`config.mk`:
```
export PLATFORM = sky130hd
export DESIGN_NAME = adpll_lock_detect
export DESIGN_NICKNAME = d
export VERILOG_FILES = /design/src/rtl/adpll_pkg.sv /design/src/rtl/lock_window_stats.sv /design/src/rtl/adpll_lock_detect.sv
export SDC_FILE = /design/constraint.sdc
export NUM_CORES = 1
export LEC_CHECK = 0
export CAP_MARGIN = 20
export CORE_MARGIN = 2
export CORE_UTILIZATION = 65
export DETAILED_ROUTE_END_ITERATION = 8
export GPL_ROUTABILITY_DRIVEN = 0
export PLACE_DENSITY = 0.91
export SLEW_MARGIN = 10
export SYNTH_ARGS = -nofsm -noshare
export SYNTH_HDL_FRONTEND = slang
export SYNTH_SLANG_ARGS = --single-unit
```
`constraint.sdc`:
```
create_clock -name ID_clk -period 9.65 [get_ports ID_clk]
set_input_delay 1.93 -clock ID_clk [delete_from_list [all_inputs] [get_ports ID_clk]]
set_output_delay 1.93 -clock ID_clk [all_outputs]
set_load 0.05 [all_outputs]
```
`src/rtl/adpll_pkg.sv`:
```
// Shared ADPLL constants, lock-state encoding and default lock-detector tuning.
// Used by the PI filter, DCO and the lock detector.
package adpll_pkg;

   localparam int K_WIDTH            = 13;
   localparam int WINDOW_LEN_DEF     = 1024;
   localparam int PULSE_TOL_DEF      = 4;
   localparam int K_TOL_DEF          = 3;
   localparam int LOCK_WINDOWS_DEF   = 4;
   localparam int UNLOCK_WINDOWS_DEF = 2;

   typedef enum logic [1:0] {
      ST_UNLOCKED = 2'd0,
      ST_ACQUIRE  = 2'd1,
      ST_LOCKED   = 2'd2,
      ST_HOLDOVER = 2'd3
   } lock_state_e;

   // 8-bit saturating increment for the window run counters
   function automatic logic [7:0] sat_inc8(input logic [7:0] v);
      return (v == 8'hFF) ? v : v + 8'd1;
   endfunction

endpackage

```
`src/rtl/lock_window_stats.sv`:
```
// Per-window statistics: window counter, saturating pulse count, K min/max.
// ADPLL_LOCK_KCENTER_EN adds the o_kmid midpoint output.
module lock_window_stats
   import adpll_pkg::*;
#(
   parameter int WINDOW_LEN = WINDOW_LEN_DEF,
   parameter int PULSE_TOL  = PULSE_TOL_DEF,
   parameter int K_TOL      = K_TOL_DEF
) (
   input  logic                      i_clk,
   input  logic                      i_rst,
   input  logic                      i_up,
   input  logic                      i_down,
   input  logic signed [K_WIDTH-1:0] i_k,
   output logic                      o_win_end,
   output logic                      o_good,
   output logic [7:0]                o_pulses
`ifdef ADPLL_LOCK_KCENTER_EN
   ,
   output logic signed [K_WIDTH-1:0] o_kmid
`endif
);

   localparam int CW = (WINDOW_LEN > 2) ? $clog2(WINDOW_LEN) : 1;

   logic [CW-1:0]              r_cnt;
   logic [7:0]                 r_acc;
   logic signed [K_WIDTH-1:0]  r_kmin;
   logic signed [K_WIDTH-1:0]  r_kmax;

   logic                       w_first;
   logic [8:0]                 w_sum;
   logic [7:0]                 w_acc;
   logic signed [K_WIDTH-1:0]  w_kmin;
   logic signed [K_WIDTH-1:0]  w_kmax;
   logic [K_WIDTH:0]           w_range;

   assign w_first   = (r_cnt == '0);
   assign o_win_end = (r_cnt == CW'(WINDOW_LEN - 1));

   // Running statistics including the current cycle, so window end sees its own inputs
   always_comb begin
      w_sum = {1'b0, (w_first ? 8'd0 : r_acc)} + {8'd0, i_up} + {8'd0, i_down};
      w_acc = w_sum[8] ? 8'hFF : w_sum[7:0];
      w_kmin = i_k;
      w_kmax = i_k;
      if (!w_first) begin
         w_kmin = (i_k < r_kmin) ? i_k : r_kmin;
         w_kmax = (i_k > r_kmax) ? i_k : r_kmax;
      end
      w_range = {w_kmax[K_WIDTH-1], w_kmax} - {w_kmin[K_WIDTH-1], w_kmin};
   end

   assign o_pulses = w_acc;
   assign o_good   = (w_acc <= 8'(PULSE_TOL)) && (w_range <= (K_WIDTH+1)'(K_TOL));

`ifdef ADPLL_LOCK_KCENTER_EN
   logic signed [K_WIDTH:0] w_ksum;
   assign w_ksum = {w_kmin[K_WIDTH-1], w_kmin} + {w_kmax[K_WIDTH-1], w_kmax};
   assign o_kmid = K_WIDTH'(w_ksum >>> 1);
`endif

   // Window position and accumulated statistics; reset drops any partial window
   always_ff @(posedge i_clk or posedge i_rst) begin
      if (i_rst) begin
         r_cnt  <= '0;
         r_acc  <= '0;
         r_kmin <= '0;
         r_kmax <= '0;
      end else begin
         r_cnt  <= o_win_end ? '0 : r_cnt + 1'b1;
         r_acc  <= w_acc;
         r_kmin <= w_kmin;
         r_kmax <= w_kmax;
      end
   end

endmodule

```
`src/rtl/adpll_lock_detect.sv`:
```
// ADPLL lock detector: judges fixed windows and runs the lock/holdover FSM.
// ADPLL_LOCK_KCENTER_EN adds the k_center output (K midpoint while locked).
module adpll_lock_detect
   import adpll_pkg::*;
#(
   parameter int WINDOW_LEN     = WINDOW_LEN_DEF,
   parameter int PULSE_TOL      = PULSE_TOL_DEF,
   parameter int K_TOL          = K_TOL_DEF,
   parameter int LOCK_WINDOWS   = LOCK_WINDOWS_DEF,
   parameter int UNLOCK_WINDOWS = UNLOCK_WINDOWS_DEF
) (
   input  logic                      ID_clk,
   input  logic                      rst,
   input  logic                      up_pulse,
   input  logic                      down_pulse,
   input  logic signed [K_WIDTH-1:0] k_in,
   output logic                      locked,
   output logic                      lock_lost,
   output logic [1:0]                lock_state,
   output logic [7:0]                win_pulses
`ifdef ADPLL_LOCK_KCENTER_EN
   ,
   output logic signed [K_WIDTH-1:0] k_center
`endif
);

   lock_state_e r_state, w_nstate;
   logic [7:0]  r_good_cnt, w_ngood;
   logic [7:0]  r_bad_cnt, w_nbad;
   logic        r_locked, r_lost;
   logic [7:0]  r_win_pulses;
   logic        w_win_end, w_good;
   logic [7:0]  w_pulses;

`ifdef ADPLL_LOCK_KCENTER_EN
   logic signed [K_WIDTH-1:0] w_kmid;
   logic signed [K_WIDTH-1:0] r_kcenter;
`endif

   lock_window_stats #(
      .WINDOW_LEN (WINDOW_LEN),
      .PULSE_TOL  (PULSE_TOL),
      .K_TOL      (K_TOL)
   ) u_stats (
      .i_clk     (ID_clk),
      .i_rst     (rst),
      .i_up      (up_pulse),
      .i_down    (down_pulse),
      .i_k       (k_in),
      .o_win_end (w_win_end),
      .o_good    (w_good),
      .o_pulses  (w_pulses)
`ifdef ADPLL_LOCK_KCENTER_EN
      ,
      .o_kmid    (w_kmid)
`endif
   );

   // Next state and run counters; only a window end can move the FSM
   always_comb begin
      w_nstate = r_state;
      w_ngood  = r_good_cnt;
      w_nbad   = r_bad_cnt;
      if (w_win_end) begin
         unique case (r_state)
            ST_UNLOCKED: begin
               if (w_good) begin
                  if (LOCK_WINDOWS <= 1) begin
                     w_nstate = ST_LOCKED;
                     w_ngood  = 8'd0;
                  end else begin
                     w_nstate = ST_ACQUIRE;
                     w_ngood  = 8'd1;
                  end
               end
            end
            ST_ACQUIRE: begin
               if (!w_good) begin
                  w_nstate = ST_UNLOCKED;
                  w_ngood  = 8'd0;
               end else if (int'(r_good_cnt) + 1 >= LOCK_WINDOWS) begin
                  w_nstate = ST_LOCKED;
                  w_ngood  = 8'd0;
               end else begin
                  w_ngood  = sat_inc8(r_good_cnt);
               end
            end
            ST_LOCKED: begin
               if (!w_good) begin
                  if (UNLOCK_WINDOWS <= 1) begin
                     w_nstate = ST_UNLOCKED;
                     w_nbad   = 8'd0;
                  end else begin
                     w_nstate = ST_HOLDOVER;
                     w_nbad   = 8'd1;
                  end
               end
            end
            ST_HOLDOVER: begin
               if (w_good) begin
                  w_nstate = ST_LOCKED;
                  w_nbad   = 8'd0;
               end else if (int'(r_bad_cnt) + 1 >= UNLOCK_WINDOWS) begin
                  w_nstate = ST_UNLOCKED;
                  w_nbad   = 8'd0;
               end else begin
                  w_nbad   = sat_inc8(r_bad_cnt);
               end
            end
         endcase
      end
   end

   // State, lock flag, loss-of-lock pulse and last-window pulse count
   always_ff @(posedge ID_clk or posedge rst) begin
      if (rst) begin
         r_state      <= ST_UNLOCKED;
         r_good_cnt   <= '0;
         r_bad_cnt    <= '0;
         r_locked     <= 1'b0;
         r_lost       <= 1'b0;
         r_win_pulses <= '0;
      end else begin
         r_state    <= w_nstate;
         r_good_cnt <= w_ngood;
         r_bad_cnt  <= w_nbad;
         r_locked   <= (w_nstate == ST_LOCKED) || (w_nstate == ST_HOLDOVER);
         r_lost     <= r_locked && (w_nstate == ST_UNLOCKED);
         if (w_win_end) r_win_pulses <= w_pulses;
      end
   end

`ifdef ADPLL_LOCK_KCENTER_EN
   // Track the K midpoint of every good window that leaves the FSM in LOCKED
   always_ff @(posedge ID_clk or posedge rst) begin
      if (rst)
         r_kcenter <= '0;
      else if (w_win_end && w_good && (w_nstate == ST_LOCKED))
         r_kcenter <= w_kmid;
   end
   assign k_center = r_kcenter;
`endif

   assign locked     = r_locked;
   assign lock_lost  = r_lost;
   assign lock_state = r_state;
   assign win_pulses = r_win_pulses;

endmodule
```
Word-level counts from Yosys, hierarchy flattened
Cells that the tools add are included.
Word-level totals
  word-level logic and storage cells: 71
  bits in registers: 72
  input port bits: 17
  output and inout port bits: 12
Cells by class
  $add $sub $neg: 8
  order comparisons: 6
  equal/unequal tests: 12
  reduce and logical (&&, ||, !) cells: 10
  muxes and demuxes: 25
Operators with widths (count)
  $mux W8: 10
  $mux W13: 4
  $pmux W8 S2: 2
  $add A8 B1 Y9 const B: 2
  $add A8 B1 Y8 const B: 2
  $eq A8 B8 Y1 const B: 2
  $le A14 B2 Y1 const B: 1
  $mux W2: 7
  $sub A13 B13 Y14: 1
  $gt A13 B13 Y1: 1
  $lt A13 B13 Y1: 1
  $add A10 B1 Y10 const B: 1
  $eq A10 B10 Y1 const B: 1
  $logic_not A10 Y1: 1
  $mux W10: 1
  $add A8 B1 Y9: 1
  $add A9 B1 Y9: 1
  $ge A9 B2 Y1 const B: 1
  $ge A9 B3 Y1 const B: 1
  $eq A2 B2 Y1 const B: 4
  $le A8 B3 Y1 const B: 1
  $ne A4 B4 Y1 const B: 2
  $pmux W2 S4: 1
  $reduce_and A4 Y1: 2
  6 further kinds: 10

Logic depth before layout (Yosys ltp)
Gate-level depths: netlist of the first run.
  word-level depth: 12
  gate-level depth with buffers: 24
  mapped depth without buffers: 22

Modules after synthesis
From an unflattened synthesis of the first run, not the netlist that was laid out.
Unflattened totals
  cells, all modules: 442
  area, all modules: 4546.9 um2
Modules (own cells, without submodules)
  lock_window_stats: sequential area each 1101.1 um2, area an instance 3303.2 um2, times used 1, cells each 336
  adpll_lock_detect: sequential area each 700.7 um2, area an instance 1243.7 um2, times used 1, cells each 106

Worst setup path before layout of the first run
No wires, ideal clock.
  path kind: input-to-reg
  from: input k_in[1]
  to: register r_bad_cnt[2]
  cell stages on the path: 22
  required time: 9.581 ns
  arrival time: 7.440 ns
  setup time: 0.069 ns
  slack: 2.142 ns
  path buffers: 2
  cells stage by stage: ha_1 nor2b_1 o21a_1 o21a_1 o21ai_0 a21oi_1 o311ai_0 nand2_1 o31ai_1 clkbuf_1 mux2_2 ha_1 nor2b_4 o31a_1 o31a_1 a311oi_2 xnor2_1 or4_1 or4_1 buf_6 o211a_4 nor2b_2
Between the ends
  cells in the longest elaborated chain, start to end: 8
  elaborated cells on any way between the ends: 14
  classes of those cells: 1 x add/sub; 3 x order compare; 2 x eq/ne; 6 x mux; 2 x reduce/logical
Ends and longest elaborated chain
  start: declaration: RTL line adpll_lock_detect.sv:16  | input logic signed [K_WIDTH-1:0] k_in,
  $gt A13 B13 Y1: RTL line lock_window_stats.sv:49  | w_kmax = (i_k > r_kmax) ? i_k : r_kmax;
  $mux W13: RTL line lock_window_stats.sv:49
  $mux W13 (*): RTL line lock_window_stats.sv:47  | if (!w_first) begin
  named net u_stats.w_kmax[1]: RTL line lock_window_stats.sv:35  | logic signed [K_WIDTH-1:0] w_kmax;
  $sub A13 B13 Y14 (*): RTL line lock_window_stats.sv:51  | w_range = {w_kmax[K_WIDTH-1], w_kmax} - {w_kmin[K_WIDTH-1], w_kmin};
  $le A14 B2 Y1 (*): RTL line lock_window_stats.sv:55  | assign o_good = (w_acc <= 8'(PULSE_TOL)) && (w_range <= (K_WIDTH+1)'(K_TOL));
  $logic_and A1 B1 Y1 (*): RTL line lock_window_stats.sv:55
  $ne A4 B4 Y1 (no line), or another cell as far along
  $reduce_and A4 Y1 (no line) or $pmux W8 S2 (tied branches)
  end signal: assignment: RTL line adpll_lock_detect.sv:126  | r_bad_cnt <= w_nbad;
  end: declaration: RTL line adpll_lock_detect.sv:29  | logic [7:0] r_bad_cnt, w_nbad;
The timed path passes the listed nets; every way through them passes the cells marked *.
A chain may end at the register's enable or synchronous reset.

Worst setup path after layout of the first run
Ends and elaborated chain as after synthesis.

==> results.json, run 1 <==
{
  "status": "completed",
  "cts_resized": 0,
  "grt_antenna_before_repair": 0,
  "power_frac_comb_pct": 65.8,
  "maxSlewHeadroom_pct": 40.3,
  "die_x_um": 89.1,
  "cts_inserted_buffers": 9,
  "overflow": 0,
  "fin_worst_skew_ps": 6.50,
  "ys_seq_area_share_pct": 38.2,
  "tns_ps": 0,
  "avgSynthCellArea_sq_um": 9.76,
  "synth_flop_cell": "dfrtp_1",
  "root_buffer": "clkbuf_8",
  "drt-pass1-iter-count": 5,
  "synth_seq_cells": 72,
  "finish.utilization_pct": 73.6,
  "ys_types": 60,
  "clkPwrFrac_pct": 11.3,
  "crit_path_start_kind": "input pin",
  "worstSkewPairLatency_ps": 350,
  "p_sw_w": 0.000845,
  "synth_cells": 483,
  "nFillCells": 526,
  "period_share_pct": 79.6,
  "vias_per_cell": 5.97,
  "seqPwrFrac_pct": 22.9,
  "dieArea_sq_um": 7950,
  "final_layout_size_suffix_gt1_share_pct": 13.0,
  "cts_tree": "yes",
  "num_rows": 31,
  "grt_max_degree": 73,
  "placement.io_buffers": 28,
  "htreeDepth": 3,
  "drc": 0,
  "critPathKind": "in2reg",
  "hold_viol_final": 0,
  "critPathCaptureType": "flip-flop",
  "ir_drop_mv": 0.164,
  "intPower_w": 0.00103,
  "diodes": 0,
  "ys_warn_count": 0,
  "vias": 3673,
  "cts_setup_buffers": 0,
  "synth_edf_count": 0,
  "powerDensity_nw_per_um2": 358,
  "setup_viol": 0,
  "required_ps": 9930,
  "clkSlewWorstSetupHoldPaths_ps": 80,
  "p_sw_share_pct": 45.0,
  "worstPathMaxFanout": 15,
  "grt_usage_pct": 25.7,
  "wl_um": 9590,
  "grt_setup_unrepaired": "no",
  "multiInputGateArea_sq_um": 2690,
  "synth_common_cells": "72 x dfrtp_1, 45 x ha_1, 44 x inv_1",
  "fmax_mhz": 130,
  "holdBufCountCts": 0,
  "seqCellArea_sq_um": 1800,
  "cp.arrival_ps": 7960,
  "die_y_um": 89.1,
  "cts.sinks": 72,
  "cts_buffer_depth": 2,
  "syn_area_sq_um": 4710,
  "start_util_pct": 66.0,
  "min_period_ps": 7680,
  "synthesis.nets": 547,
  "area_growth_pct": 11.5,
  "wl_per_cell_um": 15.6,
  "postSynth.asyncResetShare_pct": 100,
  "worst_pin_slew_ps": 896,
  "grt_pass1_wl_um": 15600,
  "nets": 575,
  "yosys.area.top_type": "dfrtp_1",
  "holdWs_ps": 491,
  "antenna_left": 0,
  "dpl.hpwl_um": 7080,
  "io_pins": 29,
  "maxCapViolations": 0,
  "p_leak_nw": 2.47,
  "coreArea_sq_um": 7140,
  "slew_violations": 0,
  "yosysMostFrequentCell": "dfrtp_1",
  "min-delay-path-class": "reg2reg",
  "synth_top_area_share_pct": 38.2,
  "ys_top_cells_by_area": "dfrtp_1 38%, ha_1 12%, mux2_2 6.9%",
  "grt_pass1_vias": 3495,
  "drt_iter0_drc": 241
}
[sequential cells by signal (all words and copies together), names as in the netlist]
name	flops
lock_lost	1
win_pulses	8
locked	1
u_stats.r_acc	8
u_stats.r_kmax	13
r_good_cnt	8
u_stats.r_cnt	10
r_bad_cnt	8
u_stats.r_kmin	13
lock_state	2
[path summary, 6_finish.rpt]
path | startpoint | to | slack (ps) | cells past startpoint
max reg2reg | u_stats.r_kmax[1] | r_bad_cnt[2] | 3710 | 22
max in group asynchronous | rst | u_stats.r_kmax[7] | 6890 | 3
min reg2reg | win_pulses[1] | win_pulses[1] | 490 | 2
min in group asynchronous | rst | u_stats.r_cnt[5] | 2170 | 3
max | k_in[1] | r_bad_cnt[2] | 1970 | 22
min | win_pulses[1] | win_pulses[1] | 490 | 2
[power by group through the flow]
stage,Clock (W),Sequential (W),Combinational (W)
final,0.000213,0.000430,0.00124
after global routing,0.000230,0.000440,0.00136
after CTS,0.000218,0.000430,0.00122
after detailed placement,0,0.000436,0.00121
after global placement,0,0.000427,0.00115
after floorplan,0,0.000418,0.000978
[logic make-up (layout without fill, tap and decap cells)]
| group | Yosys count | after routing | share of synthesized area, % |
|---|---|---|---|
| and+or+nand+nor | 150 | 150 | 17.4 |
| AOI/OAI and AO/OA | 96 | 96 | 13.6 |
| DFF | 72 | 72 | 38.2 |
| buffers and inverters | 58 | 91 | 4.81 |
| adders and majority gates | 47 | 47 | 12.8 |
| muxes | 47 | 47 | 10.8 |
| xor gates and xnor gates | 13 | 13 | 2.42 |
[per-layer routing]
metal	GRT usage, %	part of all wire, %	vias up
li1	-	-	1767
met4	8.28	1.8	0
met5	0	0	-
met3	5.45	4.6	19
met1	32.0	44	1776
met2	44.7	50	111
[final cells by class]
cell class | count | area share, %
sequential | 72 | 34.3
multi-input combinational | 353 | 51.2
timing repair buffer | 31 | 5.76
clock buffer | 10 | 2.62
tap | 99 | 2.36
clock inverter | 6 | 0.667
inverter | 44 | 3.14
[critical path, cell delays in order]
cell and delay [ps]:
clkdlybuf4s50_1 520, ha_1 360, nor2b_1 140, o21a_1 160, o21a_1 180, o21ai_0 190
a21oi_1 100, o311ai_0 310, nand2_1 110, o31ai_2 240, buf_4 270, mux2_2 370
ha_1 290, nor2b_4 130, o31a_1 260, o31a_1 320, a311oi_2 310, xnor2_1 100
or4_1 500, or4_1 700, o211a_4 350, nor2b_2 110
[cell usage in the layout, fill, tap and decap left out, drive strengths merged, types with 4 or more instances in the layout]
master / instances
inv: 44
nand4: 7
nand2: 36
dfrtp: 72
xnor2: 8
and3: 6
a211oi: 4
clkdlybuf4s50: 28
or4: 4
a211o: 4
nor3: 11
mux2i: 18
xor2: 5
ha: 45
and2: 4
mux2: 29
o21a: 4
nor3b: 4
clkbuf: 10
nor2: 25
o21ai: 22
nand2b: 7
a21o: 7
nor2b: 19
nand3: 12
a31oi: 9
a21oi: 25
clkinv: 4
[metrics by stage]
stage / instances / setup slack [ps] / area [sq um] / power [W]
2_1_floorplan: 483 / 2140 / 4710 / 0.00140
3_3_place_gp: 599 / 1850 / 5080 / 0.00158
3_5_place_dp: 599 / 1700 / 5080 / 0.00164
4_1_cts: 615 / 2040 / 5260 / 0.00187
5_1_grt: 615 / 1710 / 5260 / 0.00203
6_report: 615 / 1970 / 5260 / 0.00188
Note: power is estimated with default switching activity, not from simulation.
==> inputs of run 2 (changes only) <==
Settings changed: CORE_UTILIZATION 65 to 54, PLACE_DENSITY 0.91 to 0.81.
Clock period 9.65 ns to 6.4 ns, I/O delays scaled along.
==> run 2 against run 1 <==
Global-route usage fell by 2.0 points. First-iteration DRC count fell by 18%. Critical path depth did not move. Utilization fell by 5.6 points. Sequential share of layout area fell by 3.5 points. Worst hold slack improved by 3.6 ps. Sequential power rose by 53%. Clock-buffer cell count did not move. Clock skew rose by 1.1 ps. Critical path type unchanged.
==> results.json, run 2 (synthesized netlist as in run 1, its figures left out) <==
{
  "worst_path_max_delay_cell": "or4_4",
  "overflow": 0,
  "grt_max_degree": 73,
  "min_path_cells": 1,
  "worst_pin_slew_ps": 907,
  "final_cell_mix": "72 x dfrtp_1, 51 x buf_4, 43 x inv_1",
  "clkSlewWorstSetupHoldPaths_ps": 80,
  "vias": 3922,
  "htreeDepth": 3,
  "cts_inserted_buffers": 9,
  "grt_usage_pct": 23.7,
  "area_growth_pct": 24.0,
  "worstPathMaxFanout": 7,
  "ir_drop_mv": 0.258,
  "hp-start": "u_stats.r_cnt[0]",
  "nFillCells": 659,
  "rr_endpoint": "r_bad_cnt[7]",
  "cp.arrival_ps": 6570,
  "status": "completed",
  "crit_chain": "clkdlybuf4s50_1 > ha_4 > a21o_1 > a21oi_1 > nor2b_1 > o311ai_1 > nand2_1 > o31ai_4 > buf_4 > buf_6 > mux2_4 > ha_1 > nor2b_4 > o31a_1 > o31a_1 > a311oi_2 > xnor2_1 > or4_1 > or4_4 > buf_6 > o211a_4 > nor2b_2",
  "grt_pass1_wl_um": 18500,
  "io_pins": 29,
  "dpl.hpwl_um": 7810,
  "r2r_cells": 24,
  "cpPeakStageDelay_ps": 530,
  "min-delay-path-class": "reg2reg",
  "root_buffer": "clkbuf_8",
  "nets": 628,
  "die_y_um": 97.4,
  "coreArea_sq_um": 8590,
  "setup_viol": 0,
  "min_period_ps": 6280,
  "power_w": 0.00356,
  "hold_path_end": "u_stats.r_cnt[0]",
  "cts_tree": "yes",
  "maxCapViolations": 0,
  "cts_buffer_depth": 2,
  "die_x_um": 97.4,
  "fmax_mhz": 159,
  "num_rows": 34,
  "placement.io_buffers": 28,
  "crit_path_start_kind": "input pin",
  "reg2reg_slack_ps": 770,
  "largestRegisters": "u_stats.r_kmax: 13 flops, u_stats.r_kmin: 13 flops, u_stats.r_cnt: 10 flops",
  "p_leak_nw": 2.79,
  "critPathKind": "in2reg",
  "grt_pass1_vias": 4008,
  "diodes": 0,
  "wl_per_cell_um": 16.5,
  "period_share_pct": 98.1,
  "drt-pass1-iter-count": 4,
  "dieArea_sq_um": 9490,
  "wl_um": 11200,
  "required_ps": 6700,
  "finalInstanceArea_sq_um": 5840,
  "drc": 0,
  "antenna_left": 0,
  "place_area_sq_um": 5430,
  "powerDensity_nw_per_um2": 608,
  "grt_antenna_before_repair": 0,
  "fin_worst_skew_ps": 7.58,
  "r2r_start": "u_stats.r_kmax[1]",
  "mostFrequentLayoutCell": "dfrtp_1",
  "critPathCaptureType": "flip-flop",
  "cts.sinks": 72,
  "maxSlewHeadroom_pct": 39.5,
  "slew_violations": 0,
  "hold_viol_final": 0,
  "start_util_pct": 54.8,
  "worstSkewPairLatency_ps": 360,
  "final_layout_size_suffix_gt1_share_pct": 23.7,
  "vias_per_cell": 5.79,
  "drt_iter0_drc": 198
}
## run 2: what timing repair did
item,4_1_cts,5_1_grt
pin swaps,4,18
setup endpoints to repair,17,20
hold buffers,0,0
resized for setup,4,29
endpoints found under the hold margin,0,0
setup buffers,3,7
## run 2: critical path: cells and delay by family
| kind | cells | cell delay (ps) |
|---|---|---|
| compound gates | 8 | 2010 |
| xor+xnor | 1 | 120 |
| fa+ha+maj | 2 | 510 |
| buf+inv | 4 | 940 |
| mux | 1 | 300 |
| simple gates | 6 | 1400 |
## run 2: worst max path at each step
stage          startpoint            to  slack, ps  cells past startpoint
6_report          k_in[6]  r_bad_cnt[7]        120                     22
5_1_grt           k_in[6]  r_bad_cnt[7]        -60                     24
4_1_cts           k_in[2]  r_bad_cnt[7]         30                     22
3_5_place_dp      k_in[1]  r_bad_cnt[2]       -490                     22
3_3_place_gp      k_in[1]  r_bad_cnt[3]       -370                     22
2_1_floorplan     k_in[1]  r_bad_cnt[2]         50                     22
## run 2: area by class of cell
class	instances	area, sq um	area share, %
multi-input combinational	353	2790	47.7
sequential	72	1800	30.8
timing repair buffer	84	726	12.4
inverter	44	165	2.83
clock buffer	10	138	2.35
tap	108	135	2.31
clock inverter	6	90.1	1.54
## run 2: power by group
part           internal [W]  leakage [nW]  total, W  switching [W]
Sequential         0.000567         0.864  0.000658      0.0000911
Combinational       0.00125          1.81   0.00248        0.00123
Clock              0.000232         0.113  0.000419       0.000186
Total               0.00205          2.79   0.00356        0.00150
## run 2: through the flow
step / hold slack (ps) / setup TNS [ps] / std cells / setup WS (ps) / util (%)
2_1_floorplan: 455 / 0 / 483 / 47.8 / -
3_3_place_gp: 461 / -6220 / 651 / -365 / 63.1
3_5_place_dp: 482 / -8520 / 651 / -486 / 63.1
4_1_cts: 496 / 0 / 670 / 33.1 / 66.2
5_1_grt: 524 / -469 / 677 / -56.7 / 68.0
6_report: 494 / 0 / 677 / 123 / 68.0
## run 2: metal layers
metal | up-vias | part of all wire (%) | wire [um] | track usage (%)
met2 | 86 | 51 | 5700 | 40.6
met3 | 26 | 3.7 | 415 | 5.25
met1 | 1932 | 43 | 4850 | 30.0
met5 | - | 0 | 0 | 0
li1 | 1878 | - | - | -
met4 | 0 | 1.9 | 210 | 7.16
==> inputs of run 3 (changes only) <==
Settings changed: ABC_CLOCK_PERIOD_IN_PS set to 6400, CORE_UTILIZATION 54 to 46, PLACE_DENSITY 0.81 to 0.72.
==> run 3 against run 2 <==
Global-route usage shrank 4.4 points. Register-to-register slack gained 60 ps. Highest routed layer unchanged. Sequential cell count did not move. Largest cell class unchanged. Critical path type unchanged.
==> results.json, run 3 (synthesized netlist as in run 1, its figures left out) <==
{
  "worstPathMaxFanout": 7,
  "powerDensity_nw_per_um2": 578,
  "wl_um": 10100,
  "cts_tree": "yes",
  "min_period_ps": 6160,
  "coreArea_sq_um": 9860,
  "cts_inserted_buffers": 9,
  "wl_per_cell_um": 14.3,
  "start_util_pct": 47.8,
  "status": "completed",
  "drc": 0,
  "crit_path_start_kind": "input pin",
  "slew_violations": 0,
  "area_growth_pct": 24.1,
  "grt_pass1_wl_um": 17300,
  "vias_per_cell": 5.43,
  "critPathCaptureType": "flip-flop",
  "grt_antenna_before_repair": 0,
  "cpPeakStageDelay_ps": 510,
  "worst_path_max_delay_cell": "or4_1",
  "cts.sinks": 72,
  "power_frac_comb_pct": 69.1,
  "intPower_w": 0.00199,
  "p_leak_nw": 2.82,
  "placement.io_buffers": 28,
  "grt_max_degree": 73,
  "grt_pass1_vias": 3801,
  "hold_viol_final": 0,
  "nets": 631,
  "die_y_um": 105,
  "reg2reg_slack_ps": 830,
  "maxSlewHeadroom_pct": 40.5,
  "fin_worst_skew_ps": 11.7,
  "worst_pin_slew_ps": 892,
  "num_rows": 36,
  "cts_buffer_depth": 2,
  "fmax_mhz": 162,
  "vias": 3826,
  "clkPwrFrac_pct": 11.8,
  "cp.arrival_ps": 6400,
  "path_buf_inv": 3,
  "root_buffer": "clkbuf_8",
  "antenna_left": 0,
  "dpl.hpwl_um": 7560,
  "p_sw_w": 0.00139,
  "grt_usage_pct": 19.2,
  "ir_drop_mv": 0.222,
  "final_cell_mix": "72 x dfrtp_1, 56 x buf_4, 43 x inv_1, 43 x ha_1, 36 x nand2_1",
  "mostFrequentLayoutCell": "dfrtp_1",
  "io_pins": 29,
  "setup_viol": 0,
  "required_ps": 6640,
  "dp.cells": 685,
  "seqPwrFrac_pct": 19.2,
  "cp_top_family": "compound AO/OA/AOI/OAI gates",
  "drt_iter0_drc": 128,
  "dieArea_sq_um": 11100,
  "clkSlewWorstSetupHoldPaths_ps": 80,
  "final_cells": 705,
  "crit_chain": "clkdlybuf4s50_1 > ha_1 > a21o_1 > a21oi_1 > nor2b_1 > o311ai_1 > nand2_1 > o31ai_4 > buf_4 > mux2_4 > ha_1 > nor2b_4 > o31a_1 > o31a_1 > a311oi_2 > xnor2_1 > or4_1 > or4_1 > buf_4 > a21oi_4 > o22ai_1",
  "p_sw_share_pct": 41.1,
  "power_w": 0.00338,
  "final_layout_size_suffix_gt1_share_pct": 23.1,
  "largestRegisters": "u_stats.r_kmax: 13 flops, u_stats.r_kmin: 13 flops, u_stats.r_cnt: 10 flops",
  "diodes": 0,
  "drt-pass1-iter-count": 4,
  "worstSkewPairLatency_ps": 360,
  "overflow": 0,
  "critPathKind": "in2reg",
  "maxCapViolations": 0,
  "die_x_um": 105,
  "period_share_pct": 96.3,
  "htreeDepth": 3,
  "min-delay-path-class": "reg2reg"
}
==> run 3: cell types whose count changed in the layout (fill, tap and decap cells not counted), sizes merged <==
cell           previous run  this run
buf                      56        59
clkdlybuf4s50            24        21
dlymetal6s2s              3         6
clkinvlp                  1         3
inv                      46        44
clkbuf                   11        10
clkinv                    1         2
==> run 3: worst reg2reg max path: stages, from the launching register on <==
cell      delay, ps
dfrtp_1         400
inv_1           110
ha_4            210
nor2b_1         130
o21a_1          170
o21a_1          160
o21ai_0         150
a21oi_1          80
o311ai_1        220
nand2_1         130
o31ai_4         250
buf_4           170
mux2_4          300
ha_1            290
nor2b_4         130
o31a_1          250
o31a_1          320
a311oi_2        300
xnor2_1         120
or4_1           510
or4_1           510
buf_4           180
a21oi_4         240
o22ai_1         110
==> run 3: power groups by stage <==
| stage | Clock [W] | Combinational (W) | Sequential (W) |
|---|---|---|---|
| finish | 0.000397 | 0.00233 | 0.000648 |
| global route | 0.000430 | 0.00259 | 0.000665 |
| CTS | 0.000406 | 0.00227 | 0.000646 |
| detailed placement | 0 | 0.00222 | 0.000656 |
| global placement | 0 | 0.00215 | 0.000647 |
| floorplan | 0 | 0.00150 | 0.000631 |
==> run 3: path summary, 6_finish.rpt <==
path,from,endpoint,cells after the start
setup / recovery,k_in[5],r_good_cnt[1],21
setup reg to reg,u_stats.r_kmax[1],r_good_cnt[1],23
hold reg to reg,win_pulses[5],win_pulses[5],2
max in group asynchronous,rst,u_stats.r_cnt[9],3
hold / removal,win_pulses[5],win_pulses[5],2
min in group asynchronous,rst,u_stats.r_kmin[2],3
==> run 3: area by class of cell <==
type / count / area (sq um)
clock buffer: 9 / 124
clock inverter: 7 / 96.3
fill: 842 / 4020
inverter: 44 / 165
multi-input combinational: 353 / 2750
sequential: 72 / 1800
tap: 133 / 166
timing repair buffer: 87 / 744
==> run 3: metal layers <==
layer | up-vias | track usage (%) | routed length (um)
met5 | - | 0 | 0
met4 | 0 | 6.57 | 211
met3 | 19 | 4.33 | 289
met2 | 64 | 31.7 | 4850
met1 | 1855 | 24.9 | 4760
li1 | 1888 | - | -
==> run 3: metrics by stage <==
step	area [sq um]	worst slack, ps	TNS (ps)	hold slack [ps]	util, %
after floorplan	4740	47.8	0	455	-
after global placement	5520	-387	-6770	464	56.0
after detailed placement	5520	-470	-8100	467	56.0
after CTS	5780	80.7	0	492	58.6
after global routing	5850	-10.9	-10.9	511	59.3
final	5850	236	0	490	59.3
==> run 3: repair_timing <==
item                       4_1_cts  5_1_grt
setup endpoints to repair       17       20
hold buffers                     0        0
buffers inserted                 1        3
pin swaps                        4       14
resized for setup                6       16
==> variant 1 (settings of run 3) <==
Add a define of `ADPLL_LOCK_KCENTER_EN`.
--- a/src/rtl/lock_window_stats.sv
+++ b/src/rtl/lock_window_stats.sv
@@ -1,4 +1,6 @@
 // Per-window statistics: window counter, saturating pulse count, K min/max.
 // ADPLL_LOCK_KCENTER_EN adds the o_kmid midpoint output.
+`define ADPLL_LOCK_KCENTER_EN
+
 module lock_window_stats
    import adpll_pkg::*;
Function (old outputs only; new: k_center): kept (equiv_simple and equiv_induct, registers matched by name and starting in step).
==> variant 1 against run 3 <==
Maximum frequency barely moved. Sequential cell count rose by 13. Power rose by 30%. Clock power rose by 27%. Critical endpoint is now k_center[5]. Routed wire length rose by 35%. Synthesized area rose by 24%. Final area rose by 23%. Largest cell class unchanged. Synthesized cell count rose by 25%. Worst setup slack improved by 5.0 ps. Clock skew fell by 4.2 ps.
==> variant 1: results <==
[critical_path]
crit_fanout = 10
reg_to_reg_slack_setup_ps = 1260
worst_path_dominant_cell_family = compound AO/OA/AOI/OAI gates
timing.critical_path.arrival_ps = 6390
max_stage_delay_ps = 460
crit_slowest_cell = sky130_fd_sc_hd__clkdlybuf4s50_1

[logic_synthesis]
synthTopCellsByArea = sky130_fd_sc_hd__dfrtp_1 (36%), sky130_fd_sc_hd__ha_1 (12%), sky130_fd_sc_hd__nand2_1 (3.7%), sky130_fd_sc_hd__mux2_2 (3.3%), sky130_fd_sc_hd__inv_1 (3.1%)
ys_types = 68
yosysSeqAreaShare_pct = 36.4
mappedNetlistNets = 683
synth_top_cells_by_count = sky130_fd_sc_hd__dfrtp_1 (85), sky130_fd_sc_hd__ha_1 (58), sky130_fd_sc_hd__nand2_1 (57), sky130_fd_sc_hd__inv_1 (48), sky130_fd_sc_hd__nor2_1 (34)
synth.yosys.warnings = 0
asyncSetResetFlopFracSynth_pct = 100

[placed_design]
count_of_input_and_output_buffers = 41
place_ws_ps = -144
detailed_place_hpwl_mm = 10.4

[grt]
grt_first_pass_wirelength_mm = 23.1
gr-usage-all-layers_pct = 21.5
pin_count_of_the_biggest_net_entering_global_routing = 86
grt_antenna_before_repair = 0
vias_in_the_first_global_route = 4908

[status]
status = completed

[power]
vdd.ir_drop.worst_mv = 0.363
cellLeakagePower_nw = 3.42
internal-power_w = 0.00242

[sta]
clock_skew_ps = 7.49
worst-slew-pin-transition_ps = 659
clock.fmax_mhz = 162
setup_total_negative_slack_ps = 0

[cts]
clockBufferDepth = 2
ctsRootBufferMaster = sky130_fd_sc_hd__clkbuf_16
clock_tree.htree_level_count = 3
cts_inserted_buffers = 9
worst_skew_pair.late_latency_ps = 350
worst_setup_hold_path_clk_slew_ps = 60
post_cts_buffers = 0

[worst_hold_path]
hold_class = flip-flop to flip-flop

[run]
maxCapViolations = 0

[cells_and_area]
layout-drive-gt1-share_pct = 18.8
antenna_cells_inserted = 0
final.fill_count = 1079
nNetsFinal = 777

[route]
post_drt_via_cell_ratio = 5.53
dr.first_iter.drc_count = 262
detail_route.wirelength_mm = 13.7
drt-pass1-iter-count = 5
-- variant 1: changes by cell type in the layout (fill, tap and decap cells not counted), sizes merged, moves of 8 or more --
| cell | change |
|---|---|
| a21oi | -9 |
| and2 | +8 |
| o32ai | +12 |
| dfrtp | +13 |
| nor2 | +9 |
| clkdlybuf4s50 | +20 |
| nand2 | +21 |
| ha | +13 |
-- variant 1: logic make-up (layout without fill, tap and decap cells) --
logic type	Yosys count	count (layout)	synth area share (%)
and+or+nand+nor	199	199	17.4
AOI/OAI and AO/OA	127	127	15.9
DFF	85	85	36.4
buffers and inverters	70	169	5.19
adders and majority gates	61	61	13.5
muxes	42	42	8.42
xor gates and xnor gates	21	21	3.15
-- variant 1: worst min-delay path, cell delays in order (launching register included) --
cell and delay [ps]:
sky130_fd_sc_hd__dfrtp_1 340, sky130_fd_sc_hd__nand2_1 50, sky130_fd_sc_hd__nand2_1 50
-- variant 1: power groups by stage --
stage	clock network, W	logic (W)	registers, W
detailed placement	0	0.00303	0.000730
global route	0.000534	0.00348	0.000736
global placement	0	0.00293	0.000728
CTS	0.000511	0.00305	0.000723
finish	0.000503	0.00316	0.000725
floorplan	0	0.00200	0.000705
-- variant 1: per-stage QoR --
step           hold WS [ps]  power, W  cell area, um2  utilization, %  cells
2_1_floorplan           455   0.00271            5840               -    605
3_3_place_gp            462   0.00366            6840            54.7    859
3_5_place_dp            471   0.00376            6840            54.7    859
4_1_cts                 487   0.00429            7130            57.0    875
5_1_grt                 517   0.00475            7220            57.7    876
6_report                477   0.00438            7220            57.7    876
-- variant 1: final cells by class --
| type | instances | area (um2) | area share (%) |
|---|---|---|---|
| flip-flops and latches | 85 | 2130 | 29.5 |
| well taps | 172 | 215 | 2.98 |
| repair buffers | 105 | 923 | 12.8 |
| inverters | 48 | 181 | 2.51 |
| multi-input cells | 450 | 3480 | 48.3 |
| clock buffers | 12 | 256 | 3.55 |
| clock inverters | 4 | 32.5 | 0.451 |
-- variant 1: what timing repair did --
action / 4_1_cts / 5_1_grt
gates resized for setup: 0 / 13
hold buffers: 0 / 0
hold endpoints to repair: 0 / 0
endpoints found under the setup margin: 0 / 26
-- variant 1: final timing paths --
check / cells after the start / end / from
min in group asynchronous: 3 / k_center[9] / rst
max: 23 / k_center[5] / k_in[1]
min reg2reg: 2 / win_pulses[5] / win_pulses[5]
min: 2 / win_pulses[5] / win_pulses[5]
max reg2reg: 23 / k_center[5] / u_stats.r_kmax[1]
max in group asynchronous: 4 / k_center[1] / rst
-- variant 1: metal layers --
metal | wire length, um | track usage [%] | part of all wire [%]
met5 | 0 | 0 | 0
met4 | 367 | 8.08 | 2.7
met3 | 510 | 3.79 | 3.7
met2 | 6580 | 36.1 | 48
met1 | 6230 | 27.8 | 45
==> variant 2 (settings of run 3) <==
Without the edit above. Put one more register stage on the output `win_pulses`. The value now appears one clock later. The other outputs are not delayed to match.
--- a/src/rtl/adpll_lock_detect.sv
+++ b/src/rtl/adpll_lock_detect.sv
@@ -145,5 +145,11 @@
    assign lock_lost  = r_lost;
    assign lock_state = r_state;
-   assign win_pulses = r_win_pulses;
+   always_ff @(posedge ID_clk or posedge rst) begin
+      if (rst) begin
+         win_pulses <= '0;
+      end else begin
+         win_pulses <= r_win_pulses;
+      end
+   end
 
 endmodule
Check against the original RTL: no difference found for any inputs over 10 cycles, from zero or initial values and one cycle with rst high; that may be too few to reach the edited logic, so the function may still have changed.
==> variant 2 against run 3 <==
Clock skew down 2.8 ps. Register-to-register slack better by 320 ps. Synthesized area is 3.1% higher. Power up 0.89%. Final area is 3.1% higher. Critical path depth unchanged. Worst setup slack got worse by 12 ps. Routed wire length grew 1.9%. Sequential cell count rose by 8. Count of clock-buffer cells in the layout rose by 1. Highest routed layer unchanged.
==> variant 2: results <==
[status]
status = completed

[cts]
worst_setup_hold_path_clk_slew_ps = 80
tritoncts_num_sinks = 80
clockBufferDepth = 2
cts_inserted_buffers = 9
post_cts_resized = 1
worst_skew_pair.late_latency_ps = 350
post_cts_buffers = 0
ctsRootBufferMaster = sky130_fd_sc_hd__clkbuf_8

[placed_design]
place_ws_ps = -378
detailed_place_hpwl_mm = 7.69
placed_cells_incl_taps = 686
count_of_input_and_output_buffers = 28
detailed_place.area_um2 = 5640

[sta]
worst-slew-pin-transition_ps = 675
clock_skew_ps = 8.94

[grt]
pin_count_of_the_biggest_net_entering_global_routing = 81
grt_first_pass_wirelength_mm = 17.5
vias_in_the_first_global_route = 3802
gr-usage-all-layers_pct = 19.0

[route]
drt-pass1-iter-count = 6
detail_route.wirelength_mm = 10.3
dr.first_iter.drc_count = 124
post_drt_via_cell_ratio = 5.34
drt-wirelength-per-cell_um = 14.6

[power]
p_per_area_nw_per_um2 = 566
vdd.ir_drop.worst_mv = 0.227
share_of_total_power_in_combinational_logic_pct = 67.1
cellLeakagePower_nw = 2.86
netSwitchingFraction_pct = 40.3
clockPowerShare_pct = 12.3

[cells_and_area]
nClkBuffers = 10
multi_input_combinational_cell_area_um2 = 2770
nNetsFinal = 630
signal_buffers = 80
design_area_um2 = 6030
layout.comb_gates.multi_input = 353
layout-drive-gt1-share_pct = 21.5
clockNetworkAreaShare_pct = 3.78
final.fill_count = 899
inverters_excl_clock = 42
layout_non_clock_buf_share_pct = 11.7
antenna_cells_inserted = 0
area.share.sequential_pct = 33.2

[logic_synthesis]
yosysSeqAreaShare_pct = 41.2
synthTopCellsByArea = sky130_fd_sc_hd__dfrtp_1 (41%), sky130_fd_sc_hd__ha_1 (12%), sky130_fd_sc_hd__mux2_2 (7.0%), sky130_fd_sc_hd__mux2i_1 (3.5%), sky130_fd_sc_hd__nand2_1 (3.4%)
synth_top_cells_by_count = sky130_fd_sc_hd__dfrtp_1 (80), sky130_fd_sc_hd__ha_1 (45), sky130_fd_sc_hd__nand2_1 (44), sky130_fd_sc_hd__inv_1 (42), sky130_fd_sc_hd__mux2_2 (30)
synth.yosys.warnings = 0
mean_instance_size_in_the_synthesized_netlist_um2 = 10.1
ys_types = 60
mappedNetlistNets = 546

[critical_path]
crit_slowest_cell = sky130_fd_sc_hd__or4_4
timing.critical_path.arrival_ps = 6460
crit_fanout = 3
worst_r2r_path_depth = 24
worst_path_dominant_cell_family = simple AND/OR/NAND/NOR gates
max_stage_delay_ps = 540

[worst_hold_path]
hold_class = flip-flop to flip-flop
timing.hold.worst_path_depth = 0

[die]
tapcells_inserted = 136
[variant 2: per-layer routing]
layer	global-route usage (%)	share of wire, %	up-vias
met1	25.4	47	1832
met5	0	0	-
met4	5.75	1.4	0
met2	32.0	49	58
li1	-	-	1869
met3	3.04	2.5	15
[variant 2: worst paths after layout]
check,start,to,slack (ps)
max,k_in[1],r_good_cnt[1],220
min,r_win_pulses[2],win_pulses[2],380
max reg2reg,u_stats.r_kmax[1],r_good_cnt[1],1150
min reg2reg,r_win_pulses[2],win_pulses[2],380
max in group asynchronous,rst,u_stats.r_acc[5],4460
min in group asynchronous,rst,u_stats.r_kmin[11],1340
[variant 2: cells by family after synthesis]
family                     Yosys count  share of synthesized area, %
buffers and inverters               49                          4.02
AOI/OAI and AO/OA                   86                          12.0
and+or+nand+nor                    159                          17.4
DFF                                 80                          41.2
xor gates and xnor gates            14                          2.53
adders and majority gates           47                          12.4
muxes                               47                          10.5
